$ cat config.mk
export PLATFORM = sky130hd
export DESIGN_NAME = regfile_wb_arbiter
export DESIGN_NICKNAME = d
export VERILOG_FILES = /design/src/rtl/regfile_wb_arbiter.sv
export SDC_FILE = /design/constraint.sdc
export NUM_CORES = 1
export LEC_CHECK = 0
export BUFFER_PORTS_ARGS = -buffer_cell sky130_fd_sc_hd__buf_2
export CAP_MARGIN = 20
export CELL_PAD_IN_SITES_DETAIL_PLACEMENT = 1
export CELL_PAD_IN_SITES_GLOBAL_PLACEMENT = 2
export CORE_MARGIN = 4
export CORE_UTILIZATION = 28
export DETAILED_ROUTE_END_ITERATION = 6
export MAX_ROUTING_LAYER = met4
export PLACE_DENSITY_LB_ADDON = 0.15
export SYNTH_ARGS = -nofsm -noshare
export SYNTH_HDL_FRONTEND = slang
export SYNTH_SLANG_ARGS = --single-unit
$ cat constraint.sdc
create_clock -name CLK -period 4.16 [get_ports CLK]
set_input_delay 0.416 -clock CLK [delete_from_list [all_inputs] [get_ports CLK]]
set_output_delay 0.416 -clock CLK [all_outputs]
set_load 0.01 [all_outputs]
$ cat src/rtl/regfile_wb_arbiter.sv
// rtl/regfile_wb_arbiter.sv - two-port writeback arbiter sharing one register file write port
module regfile_wb_arbiter #(
    parameter int AW = 5,
    parameter int DW = 32
) (
    input  logic               CLK,
    input  logic               CLR,
    input  logic               V0,
    input  logic [AW-1:0]      A0,
    input  logic [DW-1:0]      D0,
    output logic               R0,
    input  logic               V1,
    input  logic [AW-1:0]      A1W,
    input  logic [DW-1:0]      D1,
    output logic               R1,
    output logic               WE3,
    output logic [AW-1:0]      A3,
    output logic [DW-1:0]      WD3,
    output logic [2**AW-1:0]   PEND,
    output logic [1:0]         GNT
);

    logic          full0, full1;
    logic [AW-1:0] a0r, a1r;
    logic [DW-1:0] d0r, d1r;
    logic          old;
    logic          rr;
    logic          tie;

    logic          acc0, acc1;
    logic          nf0, nf1;

    // tie marks two entries loaded on the same edge, where age cannot decide
    always_comb begin
        GNT = 2'b00;
        if (full0 && full1) begin
            GNT = (tie ? rr : old) ? 2'b10 : 2'b01;
        end else if (full0) begin
            GNT = 2'b01;
        end else if (full1) begin
            GNT = 2'b10;
        end
    end

    always_comb begin
        A3  = '0;
        WD3 = '0;
        if (GNT[0]) begin
            A3  = a0r;
            WD3 = d0r;
        end else if (GNT[1]) begin
            A3  = a1r;
            WD3 = d1r;
        end
    end

    assign WE3 = !CLR && (GNT != 2'b00) && (A3 != '0);
    assign R0  = !CLR && (!full0 || GNT[0]);
    assign R1  = !CLR && (!full1 || GNT[1]);

    assign acc0 = V0 && R0;
    assign acc1 = V1 && R1;
    assign nf0  = acc0 || (full0 && !GNT[0]);
    assign nf1  = acc1 || (full1 && !GNT[1]);

    always_comb begin
        PEND = '0;
        for (int i = 1; i < 2**AW; i++) begin
            PEND[i] = (full0 && (a0r == AW'(i))) || (full1 && (a1r == AW'(i)));
        end
    end

    always_ff @(posedge CLK) begin
        if (CLR) begin
            full0 <= 1'b0;
            full1 <= 1'b0;
            a0r   <= '0;
            a1r   <= '0;
            d0r   <= '0;
            d1r   <= '0;
            old   <= 1'b0;
            rr    <= 1'b0;
            tie   <= 1'b0;
        end else begin
            full0 <= nf0;
            full1 <= nf1;
            if (acc0) begin
                a0r <= A0;
                d0r <= D0;
            end
            if (acc1) begin
                a1r <= A1W;
                d1r <= D1;
            end
            // favour the port that lost this cycle
            if (GNT != 2'b00) begin
                rr <= GNT[0];
            end
            if (nf0 && nf1) begin
                if (acc0 && acc1) begin
                    tie <= 1'b1;
                end else if (acc0) begin
                    old <= 1'b1;
                    tie <= 1'b0;
                end else if (acc1) begin
                    old <= 1'b0;
                    tie <= 1'b0;
                end
            end else if (nf0) begin
                old <= 1'b0;
                tie <= 1'b0;
            end else if (nf1) begin
                old <= 1'b1;
                tie <= 1'b0;
            end
        end
    end

endmodule

# ---- Yosys cells after proc, flatten, opt, wreduce, memory -nomap -nowiden
# Index checks and enable logic that the tools add are counted.
dict set report totals {
  register_bits 79
  inputBits 78
  out_inout_bits 74
  word_cells 212
}
dict set report op_classes {
  eq_ne 65
  mux 20
  reduce_logical 118
}
# operator n
set ops {}
lappend ops {{equality test 5 bit (second input constant)} 32}
lappend ops {{equality test 5 x 4 -> 1 bit (second input constant)} 16}
lappend ops {{logical AND 1 bit} 73}
lappend ops {{two-way mux 32 bit} 2}
lappend ops {{equality test 5 x 3 -> 1 bit (second input constant)} 8}
lappend ops {{logical OR 1 bit} 35}
lappend ops {{equality test 5 x 2 -> 1 bit (second input constant)} 4}
lappend ops {{two-way mux 1 bit} 12}
lappend ops {{equality test 5 x 1 -> 1 bit (second input constant)} 2}
lappend ops {{two-way mux 5 bit} 2}
lappend ops {{two-way mux 2 bit} 4}
lappend ops {{zero test 1 bit} 5}
lappend ops {{nonzero test 5 bit} 1}
lappend ops {{inequality test 4 x 3 -> 1 bit (second input constant)} 1}
lappend ops {{inequality test 3 bit (second input constant)} 1}
lappend ops {{AND reduction 3 bit} 1}
lappend ops {{nonzero test 3 bit} 1}
lappend ops {{inequality test 2 bit (second input constant)} 1}
lappend ops {{AND reduction 2 bit} 1}
lappend ops {{nonzero test 2 bit} 1}

# ---- Depth between registers and ports, before layout
# Gate-level depths: netlist of the first run.
dict set report depth {
  ltp_word 10
  ltp_mapped 7
  mapped_depth_nobuf 4
}

# ---- Least setup slack after synthesis of the first run
# OpenSTA, ideal clock, no wires.
dict set report synth_timing {
  path_kind {reg-to-output}
  from {reg tie}
  to {out WE3}
  t_arrival_ps 1389
  required_time_ps 3744
  path_slack_ps 2355
  path_stages_with_launch 6
  path_buffers 1
  path_cell_list {dfxtp_1 -> mux2_4 -> a21boi_4 -> buf_6 -> nand3_1 -> a21oi_1}
}
dict set report synth_between {
  elab_chain_len 7
  word_cells_on_any_way 9
  classes_between {5 x mux; 4 x reduce/logical}
}
# item line
set synth_rtl {}
lappend synth_rtl {{start, declared} 28} ;# logic tie;
lappend synth_rtl {{start signal, assigned} 83} ;# tie <= 1'b0;
lappend synth_rtl {{start signal, assigned} 101} ;# tie <= 1'b1;
lappend synth_rtl {{start signal, assigned} 104} ;# tie <= 1'b0;
lappend synth_rtl {{two-way mux 1 bit *} 37} ;# GNT = (tie ? rr : old) ? 2'b10 : 2'b01;
lappend synth_rtl {{two-way mux 2 bit *} 37}
lappend synth_rtl {{two-way mux 2 bit *} 36} ;# if (full0 && full1) begin
lappend synth_rtl {{two-way mux 5 bit} 51} ;# end else if (GNT[1]) begin
lappend synth_rtl {{two-way mux 5 bit} 48} ;# if (GNT[0]) begin
lappend synth_rtl {{nonzero test 5 bit} 57} ;# assign WE3 = !CLR && (GNT != 2'b00) && (A3 != '0);
lappend synth_rtl {{logical AND 1 bit *} 57}
lappend synth_rtl {{end, declared} 16} ;# output logic WE3,
# Mark *: on every way between the ends. The rest lies on a longest branch, timed or not.

# ---- Worst setup path after layout of the first run
dict set report layout_timing {
  from {reg tie}
  to {out WD3[21]}
}
dict set report layout_between {
  elab_chain_len 5
}
# item line
set layout_rtl {}
lappend layout_rtl {{two-way mux 1 bit *} 37}
lappend layout_rtl {{two-way mux 2 bit *} 37}
lappend layout_rtl {{two-way mux 2 bit *} 36}
lappend layout_rtl {{two-way mux 32 bit} 51}
lappend layout_rtl {{two-way mux 32 bit *} 48}
lappend layout_rtl {{end, declared} 18} ;# output logic [DW-1:0] WD3,
# Marked as above.

==> results.json, run 1 <==
{
  "yosys_warnings": 0,
  "worstPathMaxFanout": 59,
  "leakagePower_uw": 0.00214,
  "synth_edf_count": 0,
  "rows": 43,
  "netlist_top_cells_count": "nand2_1 (230), dfxtp_1 (79), a21oi_1 (61), o21ai_0 (34), o22ai_1 (31)",
  "finalSetupTns_ns": 0,
  "post_cts_buffers": 0,
  "coreArea_um2": 13800,
  "postCtsHoldBufs": 0,
  "ios": 152,
  "layout_setup_ws_ns": 1.14,
  "endpoint_kind": "output pin",
  "hp-class": "input port to flop",
  "wirelength_mm": 13.7,
  "cp-start-kind": "flop",
  "finalHoldViolCount": 0,
  "path_cells": "mux2_4 -> a21boi_4 -> buf_4 -> nand2_1 -> o21ai_0 -> buf_2",
  "antenna_found_initial": 1,
  "synth_area_per_cell_um2": 7.11,
  "max-cap-violations": 0,
  "rrSetupSlack_ns": 2.07,
  "root_buffer": "clkbuf_16",
  "cp_top_family": "buffers and inverters",
  "wl_per_cell_um": 15.9,
  "max_freq_mhz": 332,
  "grt_pass1_vias": 4245,
  "cts_buffers": 9,
  "post_cts_resized": 0,
  "cts_tree": "built",
  "initial_core_util_pct": 28.4,
  "setup_viol": 0,
  "synth_area_um2": 3930,
  "dp_hpwl_mm": 9.55,
  "critPathBufInv": 2,
  "remaining_drc_errors": 0,
  "clkTransAtPathRegs_ns": 0.06,
  "critical_path_required_ns": 3.74,
  "clock_skew_ns": 0.00605,
  "ys_seq_area_share_pct": 40.2,
  "slew_headroom_pct": 32.2,
  "area_growth_pct": 28.2,
  "rsz0062_at_grt": "false",
  "die_y_um": 126,
  "synthMostInstantiatedCell": "nand2_1",
  "insertion_delay_ns": 0.34,
  "critPathSlowestCell": "buf_4",
  "yosysTopAreaCell": "dfxtp_1",
  "async_flop_share_pct": 0,
  "critPathKind": "flop to output pin",
  "vias": 4181,
  "dr.pass1.iters": 4,
  "nNetsFinal": 754,
  "ys_ff_latch": 79,
  "grt_pass1_wl_mm": 22.1,
  "syn_inst": 553,
  "die_w_um": 126,
  "period_share_pct": 72.5,
  "nFillCells": 1784,
  "critical_path_arrival_ns": 2.60,
  "synth_top_area_share_pct": 40.2,
  "via_per_inst": 4.85,
  "synth_nets": 631,
  "max_stage_delay_ns": 0.55,
  "cts.sinks": 79,
  "gp_congestion": 0.805,
  "power.density_nw_per_um2": 371,
  "yosys-top-cells-area": "dfxtp_1 (40%), nand2_1 (22%), a21oi_1 (7.8%)",
  "tightest_slew_ns": 1.02,
  "htree_num_levels": 3,
  "drive_gt1_share_pct": 29.1,
  "min_period_ns": 3.02,
  "peakVddDrop_v": 0.000222,
  "grt_max_degree": 83,
  "ys.flop_type": "dfxtp_1",
  "portBuffers": 150,
  "gr-usage-all-layers_pct": 17.5,
  "ant_nets": 0,
  "grt_overflow_total": 0,
  "die_area_um2": 16000,
  "slew_violations": 0,
  "cts_buffer_depth": 2,
  "outcome": "finished, final reports clean",
  "synth_cell_types": 34,
  "place_ws_ns": 1.49,
  "drt_iter0_markers": 168
}
## cell families (layout without fill, tap and decap cells)
kind of cell | after synthesis | after routing | synth area share, %
AND/OR/NAND/NOR | 270 | 270 | 27.6
adder cells (fa/ha/maj) | 1 | 1 | 0.255
AO/OA/AOI/OAI | 154 | 154 | 24.0
other | 1 | 2 | 0.0954
flip-flops | 79 | 79 | 40.2
multiplexers | 2 | 2 | 0.636
buffers and inverters | 46 | 174 | 7.22
## power by group
group / switching [uW] / internal [uW] / total, uW
Sequential: 31.8 / 801 / 833
Clock: 305 / 466 / 771
Combinational: 165 / 103 / 268
## final timing paths
kind | start | endpoint | cells past startpoint
min | D1[4] | d1r[4]$_SDFFE_PP0P_ | 3
max | tie$_SDFFE_PP0P_ | WD3[21] | 6
min reg2reg | d0r[8]$_SDFFE_PP0P_ | d0r[8]$_SDFFE_PP0P_ | 2
max reg2reg | tie$_SDFFE_PP0P_ | rr$_SDFFE_PP0N_ | 5
## routing by layer
metal / vias up / share of wire [%] / global-route usage [%]
met3: 10 / 6.3 / 4.84
met5: - / 0 / -
li1: 2082 / - / -
met1: 1945 / 45 / 22.0
met2: 144 / 48 / 28.3
met4: 0 / 0.86 / 3.41
## final cells by class
type	instances	area [um^2]	area share (%)
antenna	1	2.50	0.0497
sequential	79	1580	31.4
inverter	2	7.51	0.149
multi-input combinational	428	2070	41.0
timing repair buffer	156	871	17.3
tap	180	225	4.47
clock buffer	13	240	4.77
clock inverter	3	43.8	0.869
## state kept, by name, summed over array words and instances, names as in the netlist
name   flops
rr         1
old        1
full1      1
d0r       32
d1r       32
a0r        5
tie        1
a1r        5
full0      1
## worst reg2reg max path, cell delays in order (launching register included)
cell      delay (ns)
dfxtp_1         0.40
mux2_4          0.39
a21boi_4        0.46
buf_4           0.56
a21oi_1         0.12
nor2_1          0.10
## per-stage QoR
| stage | cell area [um^2] | util, % | std cells | hold slack [ns] | power (uW) |
|---|---|---|---|---|---|
| final | 5040 | 36.4 | 862 | 0.316 | 1870 |
| after global routing | 5040 | 36.4 | 862 | 0.313 | 1970 |
| after CTS | 4960 | 35.9 | 858 | 0.304 | 1890 |
| after detailed placement | 4680 | 33.8 | 842 | 0.450 | 1110 |
| after global placement | 4650 | 33.6 | 841 | 0.442 | 1100 |
| after floorplan | 3930 | - | 553 | 0.437 | 1010 |
## cells in the final DEF (no fill, tap or decap), types with 2 or more instances in the layout
| master | n |
|---|---|
| buf_4 | 3 |
| nand3_1 | 10 |
| o21ai_4 | 2 |
| a21oi_1 | 61 |
| a21oi_4 | 2 |
| clkbuf_1 | 4 |
| nand2_2 | 2 |
| nor2_1 | 9 |
| nand2_1 | 230 |
| buf_2 | 149 |
| clkbuf_16 | 9 |
| or2_2 | 2 |
| nand4_1 | 2 |
| o21ai_0 | 34 |
| dfxtp_1 | 78 |
| o21ai_1 | 3 |
| inv_1 | 2 |
| o22ai_1 | 31 |
| buf_16 | 3 |
| nand2b_1 | 4 |
| a21oi_2 | 18 |
| nor2b_1 | 7 |
(Power assumes the default switching activity.)
==> run 2, diff against run 1 <==
- ABC_AREA: default -> 1
- CORE_UTILIZATION: 28 -> 25
- clock period: 4.16 -> 2.8 ns (I/O delays scaled with it)
==> run 2 against run 1 <==
  * Synthesized cell count up 0.54%
  * Core utilization down 3.4 points
  * Non-clock buffer count increased by 2
  * Largest power group unchanged
  * Combinational power is 47% higher
  * Critical path type unchanged
==> results.json, run 2 <==
{
  "setup_viol": 0,
  "dp_hpwl_mm": 10.2,
  "hp-class": "input port to flop",
  "clock_power_share_pct": 43.2,
  "r2r_end": "d1r[11]$_SDFFE_PP0P_",
  "rows": 45,
  "yosysTopAreaCell": "dfxtp_1",
  "ys_ff_latch": 79,
  "postCtsHoldBufs": 0,
  "p_sw_uw": 749,
  "grt_pass1_vias": 4431,
  "synth_edf_count": 0,
  "synth_cell_types": 24,
  "path_cells": "nand2_4 -> inv_4 -> nand2_8 -> nand2_1 -> buf_4 -> nand2_1 -> o21ai_0 -> inv_1 -> nand3_1 -> nand2_1 -> inv_1 -> buf_2",
  "cts_buffers": 9,
  "period_share_pct": 84.6,
  "insertion_delay_ns": 0.33,
  "max_stage_delay_ns": 0.52,
  "pwr-share-comb_pct": 13.7,
  "clock_skew_ns": 0.00662,
  "antenna_found_initial": 0,
  "critPathSlowestCell": "dfxtp_1",
  "critPathBufInv": 5,
  "synth_area_um2": 3890,
  "min_period_ns": 2.37,
  "yosys_warnings": 0,
  "top_regs": "d0r x32, d1r x32",
  "yosys-top-cells-area": "dfxtp_1 (41%), nand2_1 (12%), o21ai_0 (9.3%)",
  "leakagePower_uw": 0.00239,
  "post_cts_buffers": 0,
  "die_area_um2": 17600,
  "synth_area_per_cell_um2": 7.00,
  "synth_nets": 634,
  "cts_tree": "built",
  "htree_num_levels": 3,
  "outcome": "finished, final reports clean",
  "cts_buffer_depth": 2,
  "area_growth_pct": 29.0,
  "ys.flop_type": "dfxtp_1",
  "holdPathStages": 3,
  "peakVddDrop_v": 0.000246,
  "rrSetupSlack_ns": 0.89,
  "worstRegToRegCells": 8,
  "grt_max_degree": 55,
  "p_int_uw": 2140,
  "syn_inst": 556,
  "async_flop_share_pct": 0,
  "worstPathMaxFanout": 22,
  "slew_violations": 0,
  "endpoint_kind": "output pin",
  "sequentialPowerShare_pct": 43.2,
  "initial_core_util_pct": 25.6,
  "die_y_um": 133,
  "wirelength_mm": 14.0,
  "max_freq_mhz": 422,
  "gp_congestion": 0.849,
  "ys_seq_area_share_pct": 40.6,
  "slew_headroom_pct": 62.2,
  "critical_path_required_ns": 2.52,
  "cts.sinks": 79,
  "tightest_slew_ns": 0.566,
  "crit_cells": 12,
  "root_buffer": "clkbuf_16",
  "cp-start-kind": "flop",
  "finalSetupTns_ns": 0,
  "remaining_drc_errors": 0,
  "nNetsFinal": 761,
  "min_from": "D1[8]",
  "p_sw_share_pct": 25.9,
  "clkTransAtPathRegs_ns": 0.06,
  "netlist_top_cells_count": "nand2_1 (125), dfxtp_1 (79), o21ai_0 (72), nand3_1 (71), inv_1 (54)",
  "multi_input_area_um2": 1850,
  "portBuffers": 150,
  "min_to": "d1r[8]$_SDFFE_PP0P_",
  "grt_overflow_total": 0,
  "final_common_cell": "buf_2",
  "die_w_um": 133,
  "holdWs_ns": 0.169,
  "finalHoldViolCount": 0,
  "ios": 152,
  "synthMostInstantiatedCell": "nand2_1",
  "via_per_inst": 4.78,
  "antenna_cells": 0,
  "r2r-start": "full0$_SDFF_PP0_",
  "drt_iter0_markers": 118,
  "post_cts_resized": 0,
  "cp_top_family": "buffers and inverters",
  "coreArea_um2": 15200,
  "ant_nets": 0,
  "drive_gt1_share_pct": 28.1,
  "power.density_nw_per_um2": 576,
  "final_cell_mix": "buf_2 (150), nand2_1 (125), dfxtp_1 (79)",
  "register_area_um2": 1580,
  "gr-usage-all-layers_pct": 16.5,
  "rsz0062_at_grt": "false",
  "nFillCells": 1953,
  "wl_per_cell_um": 16.0,
  "critPathKind": "flop to output pin",
  "dr.pass1.iters": 4,
  "critical_path_arrival_ns": 2.09,
  "grt_pass1_wl_mm": 22.8,
  "max-cap-violations": 0,
  "synth_top_area_share_pct": 40.6,
  "cp_common_cell": "nand2_1",
  "vias": 4175
}
==> run 2: cell count changes in the layout (fill, tap and decap cells not counted), moves of 6 or more <==
cell and change:
a21oi_2 -18, nor2_1 +6, nand3_1 +61, o21ai_0 +38, a21oi_1 -17, nand3_2 +11, inv_1 +51, nand2_1 -105
nor2b_1 -7
==> run 2: how the worst max path moves through the flow <==
stage / startpoint / end
after floorplan: full0$_SDFF_PP0_ / WE3
after global placement: full0$_SDFF_PP0_ / WE3
after detailed placement: full0$_SDFF_PP0_ / WE3
after CTS: full0$_SDFF_PP0_ / WE3
after global routing: full0$_SDFF_PP0_ / WE3
final: full0$_SDFF_PP0_ / WE3
==> run 2: layout make-up <==
cell class / instances / area share, %
clock buffers: 11 / 4.84
inverters: 56 / 4.26
clock inverters: 3 / 1.37
well taps: 188 / 4.69
flip-flops and latches: 79 / 31.5
multi-input cells: 379 / 36.9
repair buffers: 158 / 16.4
==> run 2: logic make-up (layout without fill, tap and decap cells) <==
family	after synthesis	after routing	share of synthesized area, %
simple gates	231	231	27.7
compound gates	147	147	19.9
buf+inv	98	228	11.7
flops	79	79	40.6
other cells	1	1	0.0964
==> run 2: through the flow <==
stage	total power [uW]	instances	utilization, %	cell area [um^2]	setup slack [ns]
2_1_floorplan	1510	556	-	3890	1.19
3_3_place_gp	1660	860	31.0	4710	0.872
3_5_place_dp	1670	860	31.0	4710	0.789
4_1_cts	2940	874	33.0	5020	0.410
5_1_grt	3050	874	33.0	5020	0.164
6_report	2890	874	33.0	5020	0.431
==> run 2: power by group through the flow <==
stage	Combinational, uW	Sequential (uW)	Clock, uW
after floorplan	254	1260	0
after global placement	392	1270	0
after detailed placement	401	1270	0
after CTS	403	1250	1290
after global routing	451	1260	1340
final	395	1250	1250
==> run 2: metal layers <==
layer  global-route usage (%)  share of wire, %  wire (um)  up-vias
met1                     20.4                46       6430     1952
li1                         -                 -          -     2096
met2                     26.7                47       6580      108
met4                     6.29               2.2        306        0
met5                        -                 0          0        -
met3                     3.00               4.6        638       19
==> run 2: worst register-to-register path, stage by stage (launching register included) <==
cell	delay, ns
dfxtp_1	0.52
nand2_4	0.09
inv_4	0.11
nand2_4	0.07
nand2_2	0.06
clkinv_2	0.29
nand2_4	0.47
nand3_1	0.14
nand2_1	0.09
